==> src/rtl/unidade_controle_multiciclo.sv <==
// ---------------------------------------------------------------------------
// unidade_controle_multiciclo
//
// Multi-cycle control unit for the 64-bit load/store datapath. Each
// instruction walks FETCH -> DECODE -> EXEC -> (MEM) -> (WB) -> FETCH, and
// the program counter is advanced exactly once per retired instruction.
// Every output is a register (Moore style), so there is no combinational
// path from instrucao to any output.
//
// Ports:
//   clk            rising-edge clock
//   reset          asynchronous, active-low reset
//   run            level; while low the FSM idles in FETCH
//   instrucao      instruction word addressed by the current PC
//   ri_en          loads the datapath instruction register
//   pc_en          one-cycle strobe advancing contador_programa
//   load_en        register-file write enable (WB only)
//   store_en       RAM write enable / S-type immediate select (MEM of STORE)
//   op_ula         00 add, 01 sub, 10 slt, 11 equ
//   operation_type 0 = memory data to write-back, 1 = ULA result
//   ula_entry      0 = immediate, 1 = rs2
//   halted         high in HALT
//   illegal        high in ERROR
//   retired        count of completed instructions (wraps)
// ---------------------------------------------------------------------------
module unidade_controle_multiciclo #(
    parameter int CNT_BITS = 16
) (
    input  logic                clk,
    input  logic                reset,
    input  logic                run,
    input  logic [31:0]         instrucao,
    output logic                ri_en,
    output logic                pc_en,
    output logic                load_en,
    output logic                store_en,
    output logic [1:0]          op_ula,
    output logic                operation_type,
    output logic                ula_entry,
    output logic                halted,
    output logic                illegal,
    output logic [CNT_BITS-1:0] retired
);

    localparam logic [6:0]  OPC_R      = 7'b0110011;
    localparam logic [6:0]  OPC_I      = 7'b0010011;
    localparam logic [6:0]  OPC_LOAD   = 7'b0000011;
    localparam logic [6:0]  OPC_STORE  = 7'b0100011;
    localparam logic [6:0]  OPC_SYSTEM = 7'b1110011;
    localparam logic [31:0] INSTR_HALT = 32'h0000_0073;

    typedef enum logic [2:0] {
        FETCH,
        DECODE,
        EXEC,
        MEM,
        WB,
        HALT,
        ERROR
    } state_t;

    typedef enum logic [1:0] {
        CLS_ALU,
        CLS_LOAD,
        CLS_STORE
    } class_t;

    state_t      state;
    class_t      cls;
    logic [31:0] instr_q;

    logic [6:0]  opcode;
    logic [2:0]  funct3;
    logic [6:0]  funct7;

    logic        dec_valid;
    logic        dec_halt;
    logic [1:0]  dec_op;
    logic        dec_ula_entry;
    logic        dec_op_type;
    class_t      dec_cls;

    assign opcode = instr_q[6:0];
    assign funct3 = instr_q[14:12];
    assign funct7 = instr_q[31:25];

    // Decoder works only on the private copy latched at the end of FETCH,
    // so the instruction memory is free to move on once ri_en has fired.
    always_comb begin
        dec_valid     = 1'b0;
        dec_halt      = 1'b0;
        dec_op        = 2'b00;
        dec_ula_entry = 1'b0;
        dec_op_type   = 1'b0;
        dec_cls       = CLS_ALU;
        case (opcode)
            OPC_R: begin
                dec_cls       = CLS_ALU;
                dec_ula_entry = 1'b1;
                dec_op_type   = 1'b1;
                if (funct3 == 3'b000 && funct7 == 7'b0000000) begin
                    dec_valid = 1'b1;
                    dec_op    = 2'b00;
                end else if (funct3 == 3'b000 && funct7 == 7'b0100000) begin
                    dec_valid = 1'b1;
                    dec_op    = 2'b01;
                end else if (funct3 == 3'b010 && funct7 == 7'b0000000) begin
                    dec_valid = 1'b1;
                    dec_op    = 2'b10;
                end else if (funct3 == 3'b000 && funct7 == 7'b0000001) begin
                    dec_valid = 1'b1;
                    dec_op    = 2'b11;
                end
            end
            OPC_I: begin
                // funct3 000..011 map straight onto the ULA operation code
                dec_cls     = CLS_ALU;
                dec_op_type = 1'b1;
                if (!funct3[2]) begin
                    dec_valid = 1'b1;
                    dec_op    = funct3[1:0];
                end
            end
            OPC_LOAD: begin
                dec_cls   = CLS_LOAD;
                dec_valid = (funct3 == 3'b011);
            end
            OPC_STORE: begin
                dec_cls   = CLS_STORE;
                dec_valid = (funct3 == 3'b011);
            end
            OPC_SYSTEM: begin
                dec_halt = (instr_q == INSTR_HALT);
            end
            default: begin
                dec_valid = 1'b0;
            end
        endcase
    end

    // Main sequencer. Outputs are computed for the state being entered, so
    // they are valid for the whole cycle of that state. ri_en for the next
    // instruction is decided by run on the edge that enters (or stays in)
    // FETCH; once ri_en is up the FETCH cycle always hands off to DECODE.
    // retired counts on the edge that closes the pc_en cycle.
    always_ff @(posedge clk or negedge reset) begin
        if (!reset) begin
            state          <= FETCH;
            cls            <= CLS_ALU;
            instr_q        <= '0;
            ri_en          <= 1'b0;
            pc_en          <= 1'b0;
            load_en        <= 1'b0;
            store_en       <= 1'b0;
            op_ula         <= 2'b00;
            operation_type <= 1'b0;
            ula_entry      <= 1'b0;
            halted         <= 1'b0;
            illegal        <= 1'b0;
            retired        <= '0;
        end else begin
            ri_en    <= 1'b0;
            pc_en    <= 1'b0;
            load_en  <= 1'b0;
            store_en <= 1'b0;
            if (pc_en) begin
                retired <= retired + CNT_BITS'(1);
            end
            case (state)
                FETCH: begin
                    if (ri_en) begin
                        instr_q <= instrucao;
                        state   <= DECODE;
                    end else begin
                        ri_en <= run;
                    end
                end
                DECODE: begin
                    if (dec_halt) begin
                        state  <= HALT;
                        halted <= 1'b1;
                    end else if (dec_valid) begin
                        state          <= EXEC;
                        cls            <= dec_cls;
                        op_ula         <= dec_op;
                        ula_entry      <= dec_ula_entry;
                        operation_type <= dec_op_type;
                    end else begin
                        state   <= ERROR;
                        illegal <= 1'b1;
                    end
                end
                EXEC: begin
                    if (cls == CLS_ALU) begin
                        state   <= WB;
                        load_en <= 1'b1;
                        pc_en   <= 1'b1;
                    end else begin
                        // STORE retires in MEM; LOAD waits for WB
                        state    <= MEM;
                        store_en <= (cls == CLS_STORE);
                        pc_en    <= (cls == CLS_STORE);
                    end
                end
                MEM: begin
                    if (cls == CLS_LOAD) begin
                        state   <= WB;
                        load_en <= 1'b1;
                        pc_en   <= 1'b1;
                    end else begin
                        state          <= FETCH;
                        op_ula         <= 2'b00;
                        ula_entry      <= 1'b0;
                        operation_type <= 1'b0;
                        ri_en          <= run;
                    end
                end
                WB: begin
                    state          <= FETCH;
                    op_ula         <= 2'b00;
                    ula_entry      <= 1'b0;
                    operation_type <= 1'b0;
                    ri_en          <= run;
                end
                HALT: begin
                    state <= HALT;
                end
                ERROR: begin
                    state <= ERROR;
                end
                default: begin
                    state <= FETCH;
                end
            endcase
        end
    end

endmodule

==> config.mk <==
export PLATFORM = sky130hd
export DESIGN_NAME = unidade_controle_multiciclo
export DESIGN_NICKNAME = d
export VERILOG_FILES = /design/src/rtl/unidade_controle_multiciclo.sv
export SDC_FILE = /design/constraint.sdc
export NUM_CORES = 1
export LEC_CHECK = 0
export BUFFER_PORTS_ARGS = -buffer_cell sky130_fd_sc_hd__buf_4
export CAP_MARGIN = 20
export CORE_UTILIZATION = 40
export CTS_BUF_LIST = sky130_fd_sc_hd__clkbuf_16
export DETAILED_ROUTE_END_ITERATION = 12
export SYNTH_ARGS = -nofsm -noshare
export SYNTH_HDL_FRONTEND = slang
export SYNTH_SLANG_ARGS = --single-unit
==> constraint.sdc <==
create_clock -name clk -period 2 [get_ports clk]
set_input_delay 0.2 -clock clk [delete_from_list [all_inputs] [get_ports clk]]
set_output_delay 0.2 -clock clk [all_outputs]
set_load 0.01 [all_outputs]
==> results of run 1 <==
==> sequential cells by signal, indices dropped and copies added (netlist names), 2 cells and up <==
signal,count
cls,2
retired,16
op_ula,2
state,3
instr_q,32
==> cell usage after synthesis (all sizes together) (2+ instances only) <==
master / number
nand4: 4
or3: 2
nor3b: 3
nor3: 5
a21boi: 2
xnor2: 11
nand3: 7
nor2b: 3
nor4: 5
buf: 4
nand2: 12
nor2: 9
a21o: 2
a21oi: 2
o21ai: 5
xor2: 7
nand2b: 6
inv: 6
and3: 3
dfrtp: 63
nor4b: 2
clkbuf: 3
mux2: 38
==> power by group through the flow <==
stage	Combinational, mW	Clock [mW]	Sequential (mW)
after CTS	1.47	1.63	2.09
after global placement	1.41	0	2.10
after global routing	1.65	1.68	2.16
after detailed placement	1.43	0	2.12
final	1.49	1.58	2.09
after floorplan	1.03	0	2.00
==> placed cells by master, fill, tap and decap left out, types with 4 or more instances in the layout <==
cell type,count
buf_4,67
dfrtp_1,63
mux2_1,30
xnor2_1,11
nand2_1,11
nor2_1,9
clkbuf_16,9
inv_1,7
xor2_1,7
nand2b_1,6
nand3_1,6
mux2_2,5
nor3_1,5
nand4_1,4
==> worst reg2reg max path: cells and delay by family (launching register included) <==
kind	cells	cell delay, ns
mux	1	0.34
flops	1	0.38
compound gates	2	0.40
simple gates	2	0.79
==> per-stage QoR <==
step	cells	hold WS, ns	setup slack (ns)
after global routing	395	0.08301	-0.08949
after detailed placement	376	0.3447	-0.03976
after global placement	376	0.3566	-0.02521
final	395	0.08399	-0.03034
after CTS	394	0.07758	0.0004621
after floorplan	220	-0.09559	0.001794
==> cell type report <==
cell class                 count  area (µm²)  area share
timing repair buffer          71       555.5      0.1468
clock inverter                 6       77.57     0.02050
sequential                    63        1577      0.4165
inverter                       6       22.52    0.005950
tap                           96       120.1     0.03174
clock buffer                   9       225.2     0.05950
multi-input combinational    144        1207      0.3190
==> kinds of logic after synthesis <==
| kind of cell | count (synthesis) | share of synthesized area |
|---|---|---|
| mux | 39 | 0.1560 |
| flops | 63 | 0.5617 |
| simple gates | 67 | 0.1453 |
| buf+inv | 13 | 0.01872 |
| xor+xnor | 18 | 0.05617 |
| compound gates | 18 | 0.05395 |
| fa+ha+maj | 2 | 0.008024 |
==> routing by layer <==
| layer | vias up | track usage |
|---|---|---|
| met2 | 45 | 0.2356 |
| met1 | 916 | 0.2226 |
| met5 | - | 0 |
| met4 | 0 | 0.09545 |
| met3 | 11 | 0.04812 |
| li1 | 936 | - |
==> repair_timing <==
action                                  in CTS  in global routing
endpoints found under the hold margin       16                  0
endpoints found under the setup margin       4                  9
gates resized for setup                      1                  6
setup buffers                                2                  1
pin swaps                                    4                  2
hold buffers                                 1                  0
==> worst paths after layout <==
| check | to | cells after the start |
|---|---|---|
| max in group asynchronous | cls[1]$_DFFE_PN0P_ | 2 |
| min reg2reg | illegal$_DFFE_PN0P_ | 1 |
| max reg2reg | op_ula[1]$_DFFE_PN0P_ | 5 |
| max | op_ula[1]$_DFFE_PN0P_ | 5 |
| min | instr_q[21]$_DFFE_PN0P_ | 2 |
| min in group asynchronous | ula_entry$_DFFE_PN0P_ | 2 |
==> results.cfg, run 1 <==
[final_layout]
fill_cells = 576
synthToLayoutAreaGrowth_pct = 34.86
layout-drive-gt1-share = 0.3311
diodes = 0
final_nets = 331
fin_area_um2 = 3785
postLayoutCoreUtil = 0.5571

[setup_path]
path_buf_inv = 0
cp-end-kind = register
crit_required_ns = 2.20
r2r_slack_ns = -0.03
crit_type = register to register
cp.arrival_ns = 2.23
crit_path_cell_trace = or4_4 -> or2_4 -> o21ai_4 -> a2bb2oi_4 -> mux2_1
max_stage_delay_ns = 0.53
crit_fanout = 4
critPathTopFamily = simple AND/OR/NAND/NOR gates
r2r-start = instr_q[29]$_DFFE_PN0P_
critPathLaunchType = register
critPathLaunch = instr_q[29]$_DFFE_PN0P_
critPathSlowestCell = or4_4

[yosys]
syn-cell-area_um2 = 2806
synth_area_leaders = dfrtp_1 (56%), mux2_1 (13%), xnor2_1 (3.4%), xor2_1 (2.2%), mux2_2 (2.0%)
ys_warn_count = 0
yosys.area.top_type_share = 0.5617
yosys.area.top_type = dfrtp_1
synth_enable_flop_cells = 0
synthArstFlopShare = 1.000
ys_types = 47
synth_nets = 256
ys_seq_elements = 63
yosys_most_used_dff = dfrtp_1
syn_inst = 220
avgSynthCellArea_um2 = 12.76
seq_area_frac_synth = 0.5617

[routing]
drc = 1
wl_met1_mm = 2.595
dr.max_layer_used = met4
met2_length_mm = 2.432
num_vias = 1908
ant_nets = 0
avgRoutedWirePerCell_um = 13.84
vias_per_cell = 4.830
routed_wl_mm = 5.467
drtIter0Drc = 78
drt_first_pass_iters = 8
dr_wl_met3_um = 312

[cts]
clkSlewWorstSetupHoldPaths_ns = 0.05
cts_buffers = 9
cts-root-buf = clkbuf_16
cts.sinks = 63
h-tree-depth = 3
clock_latency_ns = 0.33
cts.path.max_buffers = 2
cts_tree = built

[grt]
grt_pass1_vias = 1901
grt_pass1_wl_mm = 9.059
grt_max_degree = 64
overflow = 0
antenna_found_initial = 0
grt_usage = 0.1647

[die]
start_util = 0.4131
ioPinCount = 61
dieArea_um2 = 7355
die_h_um = 85.76
num_rows = 30
core_um2 = 6794
die_width_um = 85.76

[timing]
period_needed_ns = 2.030
drv_slew = 0
grt_setup_unrepaired = yes
period_share = 1.015
setup_viol = 3
fin_worst_skew_ns = 0.009062
tightest_slew_ns = 0.7951
timing.final.ws_setup_ns = -0.03034
setup_tns_ns = -0.06051
slew_headroom = 0.4699
hold_viol = 0
max_freq_mhz = 492.5

[placed_design]
place_area_um2 = 3421
io_buffers = 60
gp_congestion = 0.7691
hpwlAfterDp_mm = 3.778

[pwr]
p_per_area_nw_per_um2 = 1366
p_switching_mw = 1.541
p_leak_nw = 1.732
p_total_mw = 5.169
swShare = 0.2981
ir_drop_v = 0.0006666
pwr-share-comb = 0.289
clkPwrFrac = 0.306
p_int_mw = 3.628
p_seq_frac = 0.405

[worst_hold_path]
hp-start = instrucao[21]
hold_class = input pin to register

[outcome]
violations = design-rule violations, negative setup slack
status = complete, but fails checks

[run]
drv_cap = 0
No activity file was read; power rests on OpenSTA's default activity.
==> run 2, diff against run 1 <==
- SKIP_CTS_REPAIR_TIMING: not set -> 1
==> results.cfg, run 2 (synthesis results as in run 1) <==
[routing]
ant_nets = 0
drtIter0Drc = 70
drt_first_pass_iters = 8
drc = 1
avgRoutedWirePerCell_um = 13.78
routed_wl_mm = 5.403
num_vias = 1899
vias_per_cell = 4.844

[die]
ioPinCount = 61
dieArea_um2 = 7355
die_width_um = 85.76
core_um2 = 6794
start_util = 0.4131
num_rows = 30
die_h_um = 85.76

[timing]
setup_viol = 3
slew_headroom = 0.4661
period_needed_ns = 2.021
max_freq_mhz = 494.7
timing.final.ws_setup_ns = -0.02128
setup_tns_ns = -0.05167
drv_slew = 0
period_share = 1.011
fin_worst_skew_ns = 0.008564
hold_viol = 59
grt_setup_unrepaired = yes
tightest_slew_ns = 0.8008
holdWs_ns = -0.04516

[grt]
grt_pass1_wl_mm = 9.018
grt_usage = 0.1640
grt_max_degree = 64
antenna_found_initial = 0
overflow = 0
grt_pass1_vias = 1883

[final_layout]
synthToLayoutAreaGrowth_pct = 33.75
reg.largest.list = instr_q: 32 flops, retired: 16 flops, state: 3 flops
diodes = 0
final_nets = 328
final_common_cell = buf_4
largest_register_ff_count = 32
layout-drive-gt1-share = 0.3311
final_cell_mix = buf_4 (66), dfrtp_1 (63), mux2_1 (30), nand2_1 (12), xnor2_1 (11)
top_register = instr_q
fill_cells = 576

[cts]
cts.path.max_buffers = 2
cts_tree = built
h-tree-depth = 3
clkSlewWorstSetupHoldPaths_ns = 0.05
cts_buffers = 9
cts-root-buf = clkbuf_16
cts.sinks = 63
clock_latency_ns = 0.33

[run]
drv_cap = 0

[setup_path]
critPathLaunchType = register
crit_required_ns = 2.20
cp.arrival_ns = 2.23
crit_type = register to register
cp-end-kind = register
crit_fanout = 4

[placed_design]
io_buffers = 60
hpwlAfterDp_mm = 3.778
gp_congestion = 0.7691
pre_cts_slack_ns = -0.03976

[pwr]
p_per_area_nw_per_um2 = 1362
ir_drop_v = 0.0006585
p_leak_nw = 1.713

[outcome]
violations = design-rule violations, negative hold slack, negative setup slack
status = complete, but fails checks

[worst_hold_path]
hold_class = input pin to asynchronous set/reset pin
run 2: layout make-up:
| class | count | area [µm²] | area share |
|---|---|---|---|
| Clock buffer | 9 | 225.2 | 0.06000 |
| Clock inverter | 6 | 77.57 | 0.02067 |
| Inverter | 6 | 22.52 | 0.006000 |
| Multi-Input combinational cell | 144 | 1205 | 0.3210 |
| Sequential cell | 63 | 1577 | 0.4200 |
| Tap cell | 96 | 120.1 | 0.03200 |
| Timing Repair Buffer | 68 | 526.8 | 0.1403 |
run 2: path summary, 6_finish.rpt:
path,start,to,slack (ns),cells after the start
min reg2reg,retired[15]$_DFFE_PN0P_,retired[15]$_DFFE_PN0P_,0.47,1
max reg2reg,instr_q[28]$_DFFE_PN0P_,operation_type$_DFFE_PN0P_,-0.02,5
min,reset,ri_en$_DFF_PN0_,-0.05,1
max in group asynchronous,reset,load_en$_DFF_PN0_,1.50,1
max,instr_q[28]$_DFFE_PN0P_,operation_type$_DFFE_PN0P_,-0.02,5
min in group clk,instrucao[21],instr_q[21]$_DFFE_PN0P_,0.08,2
run 2: metal layers:
layer,vias up,share of wire,GRT usage
met5,-,0,0
met4,0,0.024,0.09545
met3,11,0.049,0.04812
met2,42,0.44,0.2327
met1,916,0.49,0.2233
li1,930,-,-
run 2: stage by stage:
step | power, mW | std cells | util | cell area [µm²]
after detailed placement | 3.548 | 376 | 0.5035 | 3421
final | 5.112 | 392 | 0.5525 | 3754
after CTS | 5.167 | 391 | 0.5481 | 3724
after floorplan | 3.027 | 220 | - | 2806
after global routing | 5.437 | 392 | 0.5525 | 3754
after global placement | 3.517 | 376 | 0.5035 | 3421
run 2: power breakdown:
group / total, mW / switching [mW] / internal (mW)
sequential: 2.09 / 0.376 / 1.72
combinational: 1.44 / 0.630 / 0.810
clock: 1.58 / 0.513 / 1.07
total: 5.11 / 1.52 / 3.59
run 2: critical path, cell delays in order (launching register included):
cell       delay, ns
dfrtp_1         0.37
or4_4           0.53
or2_4           0.26
o21ai_4         0.19
a2bb2oi_4       0.23
mux2_4          0.32
